==> src/rtl/audio_pkg.sv <==
// Shared audio datapath definitions.
// Used by the FIR chain and the I2S output stage so sample width and slot
// geometry are defined in one place.
package audio_pkg;

    // Sample width carried through the filter chain.
    localparam int SAMPLE_W     = 24;
    // BCLK periods per I2S channel slot.
    localparam int I2S_SLOT     = 32;
    // Default system clocks per BCLK period.
    localparam int I2S_BCLK_DIV = 4;

    typedef logic signed [SAMPLE_W-1:0] sample_t;

    // Counter width able to hold 0..n-1 (at least one bit).
    function automatic int cnt_w(input int n);
        return (n > 1) ? $clog2(n) : 1;
    endfunction

endpackage

==> src/rtl/i2s_clkgen.sv <==
// I2S clock generator.
// Divides clk into BCLK, counts bit positions across a stereo frame and
// produces LRCLK together with the falling-BCLK and frame-latch strobes that
// the data path uses to advance.
module i2s_clkgen
    import audio_pkg::*;
#(
    parameter  int SLOT     = I2S_SLOT,
    parameter  int BCLK_DIV = I2S_BCLK_DIV,
    localparam int BW       = cnt_w(2 * SLOT)
) (
    input  logic          clk,
    input  logic          rst,
    output logic          fall_en,
    output logic          frame_latch,
    output logic [BW-1:0] bit_nxt,
    output logic          bclk,
    output logic          lrclk
);

    localparam int DW = cnt_w(BCLK_DIV);

    localparam logic [DW-1:0] DIV_LAST = DW'(BCLK_DIV - 1);
    localparam logic [DW-1:0] DIV_HALF = DW'(BCLK_DIV / 2);
    localparam logic [BW-1:0] BIT_LAST = BW'(2 * SLOT - 1);
    localparam logic [BW-1:0] SLOT_C   = BW'(SLOT);

    logic [DW-1:0] div_cnt;
    logic [DW-1:0] div_nxt;
    logic [BW-1:0] bit_cnt;

    // Next-count decode; fall_en marks the edge on which BCLK falls.
    always_comb begin
        fall_en     = (div_cnt == DIV_LAST);
        div_nxt     = fall_en ? '0 : div_cnt + 1'b1;
        bit_nxt     = (bit_cnt == BIT_LAST) ? '0 : bit_cnt + 1'b1;
        frame_latch = fall_en && (bit_cnt == BIT_LAST);
    end

    // Counters and registered clocks; BCLK/LRCLK follow the counter values
    // they will hold after this edge, so they line up with div_cnt/bit_cnt.
    always_ff @(posedge clk) begin
        if (!rst) begin
            div_cnt <= '0;
            bit_cnt <= '0;
            bclk    <= 1'b0;
            lrclk   <= 1'b0;
        end else begin
            div_cnt <= div_nxt;
            bclk    <= (div_nxt >= DIV_HALF);
            if (fall_en) begin
                bit_cnt <= bit_nxt;
                lrclk   <= (bit_nxt >= SLOT_C);
            end
        end
    end

endmodule

==> src/rtl/i2s_tx.sv <==
// I2S master transmitter.
// Latches one stereo sample pair per frame (optionally muted to zero) and
// shifts it out MSB first with the standard one-BCLK delay after LRCLK
// changes. frame_strobe tells upstream that left_in/right_in/mute are
// captured on the next rising clk edge; upstream advances on that same edge.
module i2s_tx
    import audio_pkg::*;
#(
    parameter int WIDTH    = SAMPLE_W,
    parameter int SLOT     = I2S_SLOT,
    parameter int BCLK_DIV = I2S_BCLK_DIV
) (
    input  logic                    clk,
    input  logic                    rst,
    input  logic signed [WIDTH-1:0] left_in,
    input  logic signed [WIDTH-1:0] right_in,
    input  logic                    mute,
    output logic                    bclk,
    output logic                    lrclk,
    output logic                    sdata,
    output logic                    frame_strobe
);

    localparam int BW = cnt_w(2 * SLOT);

    localparam logic [BW-1:0] SLOT_C  = BW'(SLOT);
    localparam logic [BW-1:0] WIDTH_C = BW'(WIDTH);

    logic          fall_en;
    logic          frame_latch;
    logic [BW-1:0] bit_nxt;

    logic [WIDTH-1:0] left_sr;
    logic [WIDTH-1:0] right_sr;

    logic [BW-1:0]    pos_nxt;
    logic             right_nxt;
    logic             data_nxt;
    logic [WIDTH-1:0] left_load;
    logic [WIDTH-1:0] right_load;

    i2s_clkgen #(
        .SLOT     (SLOT),
        .BCLK_DIV (BCLK_DIV)
    ) u_clkgen (
        .clk         (clk),
        .rst         (rst),
        .fall_en     (fall_en),
        .frame_latch (frame_latch),
        .bit_nxt     (bit_nxt),
        .bclk        (bclk),
        .lrclk       (lrclk)
    );

    // Slot position of the upcoming bit, and mute gating of the latch data.
    always_comb begin
        right_nxt  = (bit_nxt >= SLOT_C);
        pos_nxt    = right_nxt ? (bit_nxt - SLOT_C) : bit_nxt;
        data_nxt   = (pos_nxt != '0) && (pos_nxt <= WIDTH_C);
        left_load  = mute ? '0 : left_in;
        right_load = mute ? '0 : right_in;
    end

    // Upstream handshake: strobe is high in the last clk of the frame.
    always_comb begin
        frame_strobe = frame_latch;
    end

    // Shift registers and registered serial data; sdata only moves on
    // falling BCLK. Position 0 of each slot is the I2S delay bit and
    // positions past WIDTH pad with zero.
    always_ff @(posedge clk) begin
        if (!rst) begin
            left_sr  <= '0;
            right_sr <= '0;
            sdata    <= 1'b0;
        end else if (frame_latch) begin
            left_sr  <= left_load;
            right_sr <= right_load;
            sdata    <= 1'b0;
        end else if (fall_en) begin
            if (!data_nxt) begin
                sdata <= 1'b0;
            end else if (right_nxt) begin
                sdata    <= right_sr[WIDTH-1];
                right_sr <= right_sr << 1;
            end else begin
                sdata   <= left_sr[WIDTH-1];
                left_sr <= left_sr << 1;
            end
        end
    end

endmodule

==> config.mk <==
export PLATFORM = sky130hd
export DESIGN_NAME = i2s_tx
export DESIGN_NICKNAME = d
export VERILOG_FILES = /design/src/rtl/audio_pkg.sv /design/src/rtl/i2s_clkgen.sv /design/src/rtl/i2s_tx.sv
export SDC_FILE = /design/constraint.sdc
export NUM_CORES = 1
export LEC_CHECK = 0
export CAP_MARGIN = 20
export CORE_AREA = 2 2 65 113
export DETAILED_ROUTE_END_ITERATION = 10
export DIE_AREA = 0 0 67 115
export PLACE_DENSITY = 0.81
export SLEW_MARGIN = 10
export SYNTH_ARGS = -nofsm -noshare
export SYNTH_HDL_FRONTEND = slang
export SYNTH_SLANG_ARGS = --single-unit
==> constraint.sdc <==
create_clock -name clk -period 2.72 [get_ports clk]
set_clock_uncertainty 0.2 [all_clocks]
set_input_delay 0.272 -clock clk [delete_from_list [all_inputs] [get_ports clk]]
set_output_delay 0.272 -clock clk [all_outputs]
set_load 0.005 [all_outputs]
# Word level (Yosys, flattened, before mapping)

Cells that the tools add are included.

Reduce and logical (&&, ||, !) cells: 9
Bitwise logic cells: 1
Equal/unequal tests: 3
Shift-type cells: 0
Div/mod/pow operators: 0
Muxes and demuxes: 15
$add $sub $neg: 3
Order comparisons: 3
$mul: 0

Operator list:

| cell                | number |
|---|---|
| $mux 24             | 10 |
| $mux 6              | 2 |
| $add 6x1->6 const B | 1 |
| $eq 6x6->1 const B  | 1 |
| $ge 6x6->1 const B  | 1 |
| $le 6x5->1 const B  | 1 |
| $reduce_and 3->1    | 2 |
| $reduce_bool 2->1   | 3 |
| $reduce_bool 6->1   | 1 |
| $sub 6x6->6 const B | 1 |
| $add 2x1->2 const B | 1 |
| $eq 2x2->1 const B  | 1 |
| $ge 2x2->1 const B  | 1 |
| $logic_and 1x1->1   | 2 |
| $mux 1              | 2 |
| $mux 2              | 1 |
| $ne 2x2->1 const B  | 1 |
| $reduce_or 2->1     | 1 |
| $not 1->1           | 1 |

Bits in writable memories: 0
Word-level logic and storage cells: 41
Flip-flop bits (word level): 59
Bits in latches: 0
Output and inout port bits: 4
Input bits: 51
Memories: 0
Memory bits (read-only): 0

# Depth between registers and ports, before layout

Word-level depth: 9
Gate-level depth with buffers: 9
Mapped depth without buffers: 6

# By module

Synthesis repeated with hierarchy kept, for this count alone.

Cells, all modules: 432
Area, all modules: 3624.7 sq um

By module, submodules not included:

| module     | area each (sq um) | instances | cells an instance | sequential area each (sq um) |
|---|---|---|---|---|
| i2s_tx     | 3188.1            | 1         | 381               | 980.9 |
| i2s_clkgen | 436.7             | 1         | 51                | 160.2 |

# Least setup slack after synthesis

OpenSTA, ideal clock, no wires.

Path type: flip-flop to flip-flop
Start: reg u_clkgen.bit_cnt[0]
End: reg left_sr[10]
Period minus slack after synthesis: 2176 ps
Arrival time: 1857 ps
Data required time: 2400 ps
Cell stages (with the launch flop): 8
Path slack: 544 ps
Path through: dfxtp_1 > ha_1 > nand4bb_1 > o21ai_0 > a22oi_1 > o2111ai_4 > buf_6 > mux2i_1

Word-level cells in the longest chain between the ends: 8
Elaborated cells on any way between the ends: 15
Those cells by class: add/sub (2); order compare (2); eq/ne (2); mux (3); reduce/logical (6)

RTL lines:

| element                                         | RTL line                           | text |
|---|---|---|
| from (decl)                                     | i2s_clkgen.sv:30                   | `logic [BW-1:0] bit_cnt;` |
| from (signal assigned)                          | i2s_clkgen.sv:52                   | `bit_cnt <= bit_nxt;` |
| $add 6x1->6 or $eq 6x6->1 (tied branches)       | i2s_clkgen.sv:36, i2s_clkgen.sv:37 |  |
| $mux 6                                          | i2s_clkgen.sv:36                   | `bit_nxt = (bit_cnt == BIT_LAST) ? '0 : bit_cnt + 1'b1;` |
| $sub 6x6->6 or $ge 6x6->1 (tied branches)       | i2s_tx.sv:58, i2s_tx.sv:57         |  |
| $mux 6                                          | i2s_tx.sv:58                       | `pos_nxt = right_nxt ? (bit_nxt - SLOT_C) : bit_nxt;` |
| $le 6x5->1 or $reduce_bool 6->1 (tied branches) | i2s_tx.sv:59                       | `data_nxt = (pos_nxt != '0) && (pos_nxt <= WIDTH_C);` |
| $logic_and 1x1->1                               | i2s_tx.sv:59                       |  |
| $reduce_bool 2->1 (no source line)              | n/a                                |  |
| $reduce_and 3->1 (no source line)               | n/a                                |  |
| to (signal assigned)                            | i2s_tx.sv:78                       | `left_sr <= left_load;` |
| to (signal assigned)                            | i2s_tx.sv:89                       | `left_sr <= left_sr << 1;` |
| to (decl)                                       | i2s_tx.sv:33                       | `logic [WIDTH-1:0] left_sr;` |

Parallel ways exist; a longest one is shown, timed or not.
A chain may end at the register's enable or synchronous reset.

# Final worst setup path

Start: reg u_clkgen.div_cnt[1]
End: out frame_strobe

Word-level cells in the longest chain between the ends: 2

RTL lines:

| element                | RTL line         | text |
|---|---|---|
| from (decl)            | i2s_clkgen.sv:28 | `logic [DW-1:0] div_cnt;` |
| from (signal assigned) | i2s_clkgen.sv:49 | `div_cnt <= div_nxt;` |
| $eq 2x2->1             | i2s_clkgen.sv:34 | `fall_en = (div_cnt == DIV_LAST);` |
| $logic_and 1x1->1      | i2s_clkgen.sv:37 | `frame_latch = fall_en && (bit_cnt == BIT_LAST);` |
| to (decl)              | i2s_tx.sv:21     | `output logic frame_strobe` |

Every way passes these cells.

==> reports/qor.yml <==
leakage_nw: 1.881
clockPowerShare_pct: 51.7
fin_crit_sh_pct: 93.18
wl_per_cell_um: 14.23
die_w_um: 67
track_usage_pct: 22.69
rsz0062_at_grt: "false"
cts_inserted_buffers: 9
grtUsageMet1_pct: 26.19
max_freq_mhz: 394.6
diodes: 0
critPathSlowestCell: "clkdlybuf4s50_1"
period_needed_ps: 2535
grt_pass1_vias: 3119
met3_usage_pct: 5.186
path_max_fanout: 10
placed_cells: 557
dr_total_vias: 3286
worstMarginPinSlew_ps: 917.7
worstSetupStartpointType: "register"
status: "completed"
dr.pass1.iters: 7
layoutNonFillerInstCount: 573
tns_ps: 0
cts_setup_buffers: 0
post-dp-hpwl_um: 5079
finalMaxSlewViolations: 0
hold_violations: 0
critPathKind: "register to output pin"
grt_max_degree: 94
fin_nets: 539
die_y_um: 115
internal_power_mw: 1.696
drc: 0
place_congestion: 0.8163
cts_tree: "yes"
drive_gt1_share_pct: 7.771
ir_drop_v: 0.0003367
antenna_found_initial: 0
busiest_layer: "met2"
ys_ff_latch: 58
yosysWarnings: 0
syn_inst: 458
min_from: "right_sr[5]"
ys_types: 39
fillers: 613
clockRootBuffer: "clkbuf_16"
dpl_cell_area_mm2: 0.004100
worst_slack_ps: 185.5
routed_wl_um: 8156
clkTransAtPathRegs_ps: 50
relSlewSlack_pct: 38.82
gr-usage-met2_pct: 38.81
die_area_mm2: 0.007705
cp.arrival_ps: 2060
critPathCaptureType: "output pin"
power_mw: 2.168
clk_latency_ps: 330
switching_share_pct: 21.78
whs_path_depth: 2
htree_levels: 3
pwr-share-comb_pct: 8.4
gr-total-overflow: 0
fin_area_mm2: 0.004413
critical_path.max_stage_delay_ps: 560
p_per_area_mw_per_mm2: 491.2
crit_required_ps: 2250
row_count: 40
viasPerCell: 5.735
ys_seq_area_share_pct: 32.24
crit_path_start: "u_clkgen.div_cnt[1]"
rr_worst_depth: 7
initial_core_util_pct: 52.90
synthesis.nets: 513
dp_slack_ps: 185.5
hold_path.class: "register to register"
pin_count: 55
reg2reg_from: "u_clkgen.bit_cnt[0]"
ant_nets: 0
path_cells: "ha_1, nand3_2, nor2_1, clkdlybuf4s50_1"
clkSinkCount: 58
netlist_area_mm2: 0.003601
drt_iter0_drc: 280
syn_to_final_growth_pct: 22.55
io_buffers: 54
grt_pass1_wl_um: 13580
p_sw_mw: 0.4722
core_area_mm2: 0.006807
finalSetupViolCount: 0
p_seq_share_pct: 40.0
drv_cap: 0
cts.path.max_buffers: 2
cts_hold_buffers: 0
avgSynthCellArea_um2: 7.862
cells in the final DEF, fill, tap and decap left out, drive strengths merged, types with 4 or more instances in the layout:
master,synthesis,final
mux2i,51,51
clkbuf,38,15
o41ai,46,46
nand3,5,5
dfxtp,58,58
a21oi,6,6
clkdlybuf4s50,0,52
nor2b,5,5
nor2,7,7
ha,4,4
inv,48,48
buf,10,11
o21ai,49,49
nand2,99,99
per-layer routing:
metal,vias to the layer above,part of all wire [%]
met2,89,51
met5,-,0
li1,1652,-
met1,1520,42
met4,0,3.0
met3,25,3.8
synth_stat cells, drive strengths merged:
master	n	area, µm²
nand2	99	371.6
dfxtp	58	1161
mux2i	51	510.5
o21ai	49	245.2
inv	48	180.2
o41ai	46	402.9
clkbuf	38	142.6
buf	10	96.35
nor2	7	26.28
a21oi	6	30.03
nand3	5	30.03
nor2b	5	31.28
ha	4	50.05
and2	3	18.77
xnor2	3	33.79
and3	2	22.52
nand4b	2	17.52
nor3	2	10.01
nor3b	2	15.01
o2111ai	2	52.55
o21a	2	15.01
a21boi	1	7.510
a22oi	1	7.510
nand3b	1	7.510
nand4	1	6.260
nand4bb	1	11.26
o211ai	1	7.510
o21bai	1	7.510
o221a	1	11.26
o221ai	1	26.28
o22ai	1	6.260
o31ai	1	7.510
o32ai	1	16.27
or2	1	6.260
xor2	1	8.760
stage by stage:
stage	utilization [%]	hold WS (ps)
4_1_cts	64.69	260.9
5_1_grt	64.83	276.7
6_report	64.83	256.8
3_5_place_dp	60.24	247.6
3_3_place_gp	60.24	239.7
2_1_floorplan	-	227.5
worst paths after layout:
check                      end  slack, ps
hold / removal     right_sr[5]        260
hold reg to reg    right_sr[5]        260
setup reg to reg   left_sr[16]        290
setup / recovery  frame_strobe        190
worst max-delay path, delay by kind of cell, from the launching register on:
family,cells,cell delay (ps)
and+or+nand+nor,2,420
buffers and inverters,1,560
DFF,1,350
adders and majority gates,1,400
timing repair:
| action | in CTS | in global routing |
|---|---|---|
| endpoints found under the setup margin | 0 | 29 |
| endpoints found under the hold margin | 0 | 0 |
| resized for setup | 0 | 3 |
sequential cells by signal (all words and copies together) (netlist names):
| name | count |
|---|---|
| sdata | 1 |
| right_sr | 24 |
| u_clkgen.div_cnt | 2 |
| u_clkgen.lrclk | 1 |
| u_clkgen.bit_cnt | 6 |
| left_sr | 24 |
layout make-up:
cell class / count / area, µm² / share of cell area, %
multi-input cells: 304 / 2033 / 46.07
flip-flops and latches: 58 / 1161 / 26.31
repair buffers: 63 / 630.6 / 14.29
clock buffers: 15 / 297.8 / 6.748
inverters: 48 / 180.2 / 4.083
well taps: 84 / 105.1 / 2.382
clock inverters: 1 / 5.005 / 0.1134
kinds of logic after synthesis:
group,Yosys count,share of synthesized area [%]
XOR/XNOR,4,1.182
AND/OR/NAND/NOR,131,15.95
multiplexers,51,14.18
flip-flops,58,32.24
buffers and inverters,96,11.64
AO/OA/AOI/OAI,114,23.42
adder cells (fa/ha/maj),4,1.390
power by group through the flow:
stage	combinational, mW	sequential, mW	clock (mW)
after floorplan	0.0876	0.880	0
after detailed placement	0.180	0.883	0
final	0.181	0.866	1.12
after global routing	0.197	0.867	1.17
after CTS	0.181	0.866	1.13
after global placement	0.178	0.882	0
No activity file was read; power rests on OpenSTA's default activity.
==> patch 1 (same flow settings) <==
Change the package constant `I2S_BCLK_DIV` from 4 to 8.
--- a/src/rtl/audio_pkg.sv
+++ b/src/rtl/audio_pkg.sv
@@ -10,3 +10,3 @@
     // Default system clocks per BCLK period.
-    localparam int I2S_BCLK_DIV = 4;
+    localparam int I2S_BCLK_DIV = 8;
 
Check against the original RTL: not equivalent (a bounded check fails within 4 cycles, from zero or initial values and one cycle with rst low).
==> patch 1 against the unedited design <==
Sequential cell count grew 1. Total power down 1.3%. Via count rose by 48%. Register-to-register slack barely moved. Wire length grew 53%. Worst setup slack got worse by 76 ps. Sequential power increased by 0.7%. Synthesized area rose by 22%. Final cell count grew 17%. Fmax down 2.9%. Cell area grew 17%. Largest power group unchanged.
==> patch 1: results (changes against the unedited design) <==
- Status: finished clean (unchanged)
- WL met1: 5005 um (was 3443 um)
- Dpl ws: 296.3 ps (was 185.5 ps)
- Worst Tran Pin Value: 648.7 ps (was 917.7 ps)
- GR Util met3: 4.501% (was 5.186%)
- Met2 global-route usage: 53.73% (was 38.81%)
- Most common library cells after synthesis: nand3_1 (94), a21oi_1 (91), dfxtp_1 (59) (was nand2_1 (99), dfxtp_1 (58), mux2i_1 (51))
- Multiplexer share of the synthesized area: 0.9692% (was 14.18%)
- Avg Inst Size Synth: 7.700 um^2 (was 7.862 um^2)
- Final core utilization: 75.86% (was 64.83%)
- Non-Filler Instances: 669 (was 573)
- First-pass GRT wire length: 20390 um (was 13580 um)
- Signal buffers: 79 (was 63)
- Final nets: 635 (was 539)
- Peak supply drop: 0.3327 mV (was 0.3367 mV)
- WP data arrival: 2140 ps (was 2060 ps)
- TritonRoute pass-1 iters: 6 (was 7)
- Post-synthesis sequential area ratio: 26.91% (was 32.24%)
- Multi-input combinational area share: 54.49% (was 46.07%)
- Largest net degree at the start of global routing: 75 (was 94)
- Syn Nets: 625 (was 513)
- Worst hold endpoint: u_clkgen.div_cnt[0] (was right_sr[5])
- CP Launch Point: u_clkgen.div_cnt[0] (was u_clkgen.div_cnt[1])
- Register bit total from synthesis: 59 (was 58)
- Cells after Synth: 570 (was 458)
- Met3 WL: 908 um (was 309 um)
- Placed cells: 653 (was 557)
- Buffering overhead: 14.78% (was 14.29%)
- Period Utilization, post-route: 95.99% (was 93.18%)
- Vias per Instance: 7.256 (was 5.735)
- Area after DPL: 4866 um^2 (was 4100 um^2)
- DRT iter0 DRCs: 676 (was 280)
- Hold path depth: 1 (was 2)
- Vias in the first global route: 4326 (was 3119)
- Leakage dissipation: 2.087 nW (was 1.881 nW)
- Post-synthesis xor/xnor area fraction: 1.169% (was 1.181%)
- Top cells by area, synth: dfxtp_1 (27%), nand3_1 (11%), a21oi_1 (10%) (was dfxtp_1 (32%), mux2i_1 (14%), o41ai_1 (11%))
- GR Util met1: 42.83% (was 26.19%)
- GP Congestion: 0.8048 (was 0.8163)
==> patch 1: cell count changes in the layout (fill, tap and decap cells not counted), moves of 18 or more <==
cell	unedited run	this run
nand2_1	99	4
nand2b_1	0	44
inv_1	48	1
a21oi_1	6	91
mux2i_1	51	2
and3_1	0	50
buf_4	5	23
o21ai_0	49	1
o2111ai_1	0	46
a32oi_1	0	46
o41ai_1	46	0
nand3_1	2	94
==> patch 1: what timing repair did <==
| action | 4_1_cts | 5_1_grt |
|---|---|---|
| hold buffers | 0 | 0 |
| gates resized for setup | 0 | 2 |
| setup endpoints to repair | 0 | 1 |
==> patch 1: report_power, final <==
group	switching (W)	internal, W
Sequential	0.00000234	0.000870
Combinational	0.0000697	0.0000942
Clock	0.000390	0.000715
Total	0.000462	0.00168
==> patch 1: kinds of logic after synthesis <==
logic type               count (synthesis)
AND/OR/NAND/NOR                        215
AO/OA/AOI/OAI                          201
buffers and inverters                   82
flip-flops                              59
XOR/XNOR                                 5
multiplexers                             4
adder cells (fa/ha/maj)                  4
==> patch 2 (same settings) <==
Without the edit above. Put a register stage on the output `frame_strobe`, with the module's reset. The value now appears one clock later. The other outputs are not delayed to match.
--- a/src/rtl/i2s_tx.sv
+++ b/src/rtl/i2s_tx.sv
@@ -27,2 +27,4 @@
     localparam logic [BW-1:0] WIDTH_C = BW'(WIDTH);
+
+    logic frame_strobe_d;
 
@@ -65,3 +67,3 @@
     always_comb begin
-        frame_strobe = frame_latch;
+        frame_strobe_d = frame_latch;
     end
@@ -93,2 +95,10 @@
 
+    always_ff @(posedge clk) begin
+        if (!rst) begin
+            frame_strobe <= '0;
+        end else begin
+            frame_strobe <= frame_strobe_d;
+        end
+    end
+
 endmodule
Formal check against the unedited RTL: same outputs for any inputs over 10 cycles, from zero or initial values and one cycle with rst low; that may be too few to reach the edited logic, so the function may still have changed.
==> patch 2 against the unedited design <==
Cell area up 0.28%. Non-clock buffer count up 4. Combinational power down 6%. Critical path depth up 3. Total power up 2.0%. Synthesized area down 2.1%. Sequential cell count up 1. Die area unchanged. Worst setup slack better by 17 ps. Hold slack worse by 5.5 ps. Wire length down 6.2%. First-iteration DRC count down 46%. Sequential share of layout area up 0.38 points. Global-route usage down 0.89 points. Critical path type is now reg2reg. Critical endpoint is now left_sr[12].
==> patch 2: results (changes against the unedited design) <==
- GP Congestion: 0.7992 (was 0.8163)
- Non-Filler Instances: 532 (was 573)
- Area after DPL: 4070 um^2 (was 4100 um^2)
- Top cells by area, synth: dfxtp_1 (33%), mux2i_1 (14%), and3b_1 (11%) (was dfxtp_1 (32%), mux2i_1 (14%), o41ai_1 (11%))
- Post-synthesis sequential area ratio: 33.50% (was 32.24%)
- Vias per Instance: 5.442 (was 5.735)
- Peak supply drop: 0.3020 mV (was 0.3367 mV)
- TritonRoute pass-1 iters: 4 (was 7)
- Relative slew margins: 64.06% (was 38.82%)
- Routed WL per cell: 14.38 um (was 14.23 um)
- Final nets: 498 (was 539)
- Syn Nets: 457 (was 513)
- Worst-path clk slew: 50 ps (about the same)
- Vias in the first global route: 2885 (was 3119)
- Share of cells above drive strength 1: 8.482% (was 7.771%)
- Placed cells: 510 (was 557)
- WP data arrival: 2560 ps (was 2060 ps)
- Fillers: 595 (was 613)
- Crit Path Max Fanout: 15 (was 10)
- Leakage dissipation: 2.105 nW (was 1.881 nW)
- GRT Resource Usage Total: 21.80% (was 22.69%)
- HPWL Detailed: 5027 um (was 5079 um)
- TritonCTS Buffers: 9 (unchanged)
- Avg Inst Size Synth: 8.771 um^2 (was 7.862 um^2)
- DRT iter0 DRCs: 152 (was 280)
- Status: finished clean (unchanged)
- Post-DRT Antenna Nets: 0 (unchanged)
- Most common library cells after synthesis: dfxtp_1 (59), nand2_1 (54), mux2i_1 (51) (was nand2_1 (99), dfxtp_1 (58), mux2i_1 (51))
- First-pass GRT wire length: 13000 um (was 13580 um)
[patch 2: cell count changes in the layout (fill, tap and decap cells not counted), sizes merged, moves of 2 or more]
cell    unedited run  this run
a21o               0         2
and3               2         4
and3b              0        46
buf               11        14
inv               48         1
nand2             99        54
nand4b             2         0
nor2               7         4
nor2b              5        50
nor3               2         4
o41ai             46         0
[patch 2: final timing paths]
kind / start / end / slack, ps / cells after the start
max: u_clkgen.bit_cnt[1] / left_sr[12] / 200 / 7
min: left_sr[9] / left_sr[9] / 250 / 2
max reg2reg: u_clkgen.bit_cnt[1] / left_sr[12] / 200 / 7
min reg2reg: left_sr[9] / left_sr[9] / 250 / 2
[patch 2: kinds of logic (layout without fill, tap and decap cells)]
| group | after synthesis | after routing | synth area share, % |
|---|---|---|---|
| simple gates | 176 | 176 | 30.59 |
| compound gates | 69 | 69 | 12.81 |
| flops | 59 | 59 | 33.50 |
| mux | 51 | 51 | 14.48 |
| buf+inv | 39 | 85 | 5.997 |
| fa+ha+maj | 4 | 4 | 1.420 |
| xor+xnor | 4 | 4 | 1.207 |
[patch 2: what timing repair did]
item / 4_1_cts / 5_1_grt
buffers inserted: 0 / 6
setup endpoints to repair: 0 / 10
endpoints found under the hold margin: 0 / 0
resized for setup: 0 / 1
[patch 2: layer usage]
metal  routed length [um]  global-route usage [%]
met1                 3250                   25.15
met2                 3972                   37.03
met3                  225                   4.012
met4                  199                   11.97
met5                    0                       0
[patch 2: where the power goes]
group | internal, W | total (W) | switching (W)
Combinational | 0.000105 | 0.000171 | 0.0000666
Sequential | 0.000873 | 0.000881 | 0.00000818
Clock | 0.000784 | 0.00116 | 0.000375
[patch 2: area by class of cell]
type / instances / area [um^2] / share of cell area, %
timing repair buffer: 67 / 683.2 / 15.44
sequential: 59 / 1181 / 26.69
clock inverter: 1 / 30.03 / 0.6785
inverter: 2 / 7.507 / 0.1696
clock buffer: 15 / 277.8 / 6.277
multi-input combinational: 304 / 2141 / 48.37
tap: 84 / 105.1 / 2.375
[patch 2: worst max-delay path, stage by stage, from the launching register on]
cell       delay (ps)
dfxtp_1           440
ha_1              390
nand2_1           170
o32ai_2           340
o221ai_4          180
o2111ai_4         280
buf_12            240
mux2i_1           200
[patch 2: metrics by stage]
step,hold slack (ps),setup slack [ps]
floorplan,227.5,535.8
global placement,238.0,199.9
detailed placement,247.5,189.6
CTS,254.3,157.3
global route,272.8,23.70
finish,251.3,202.4
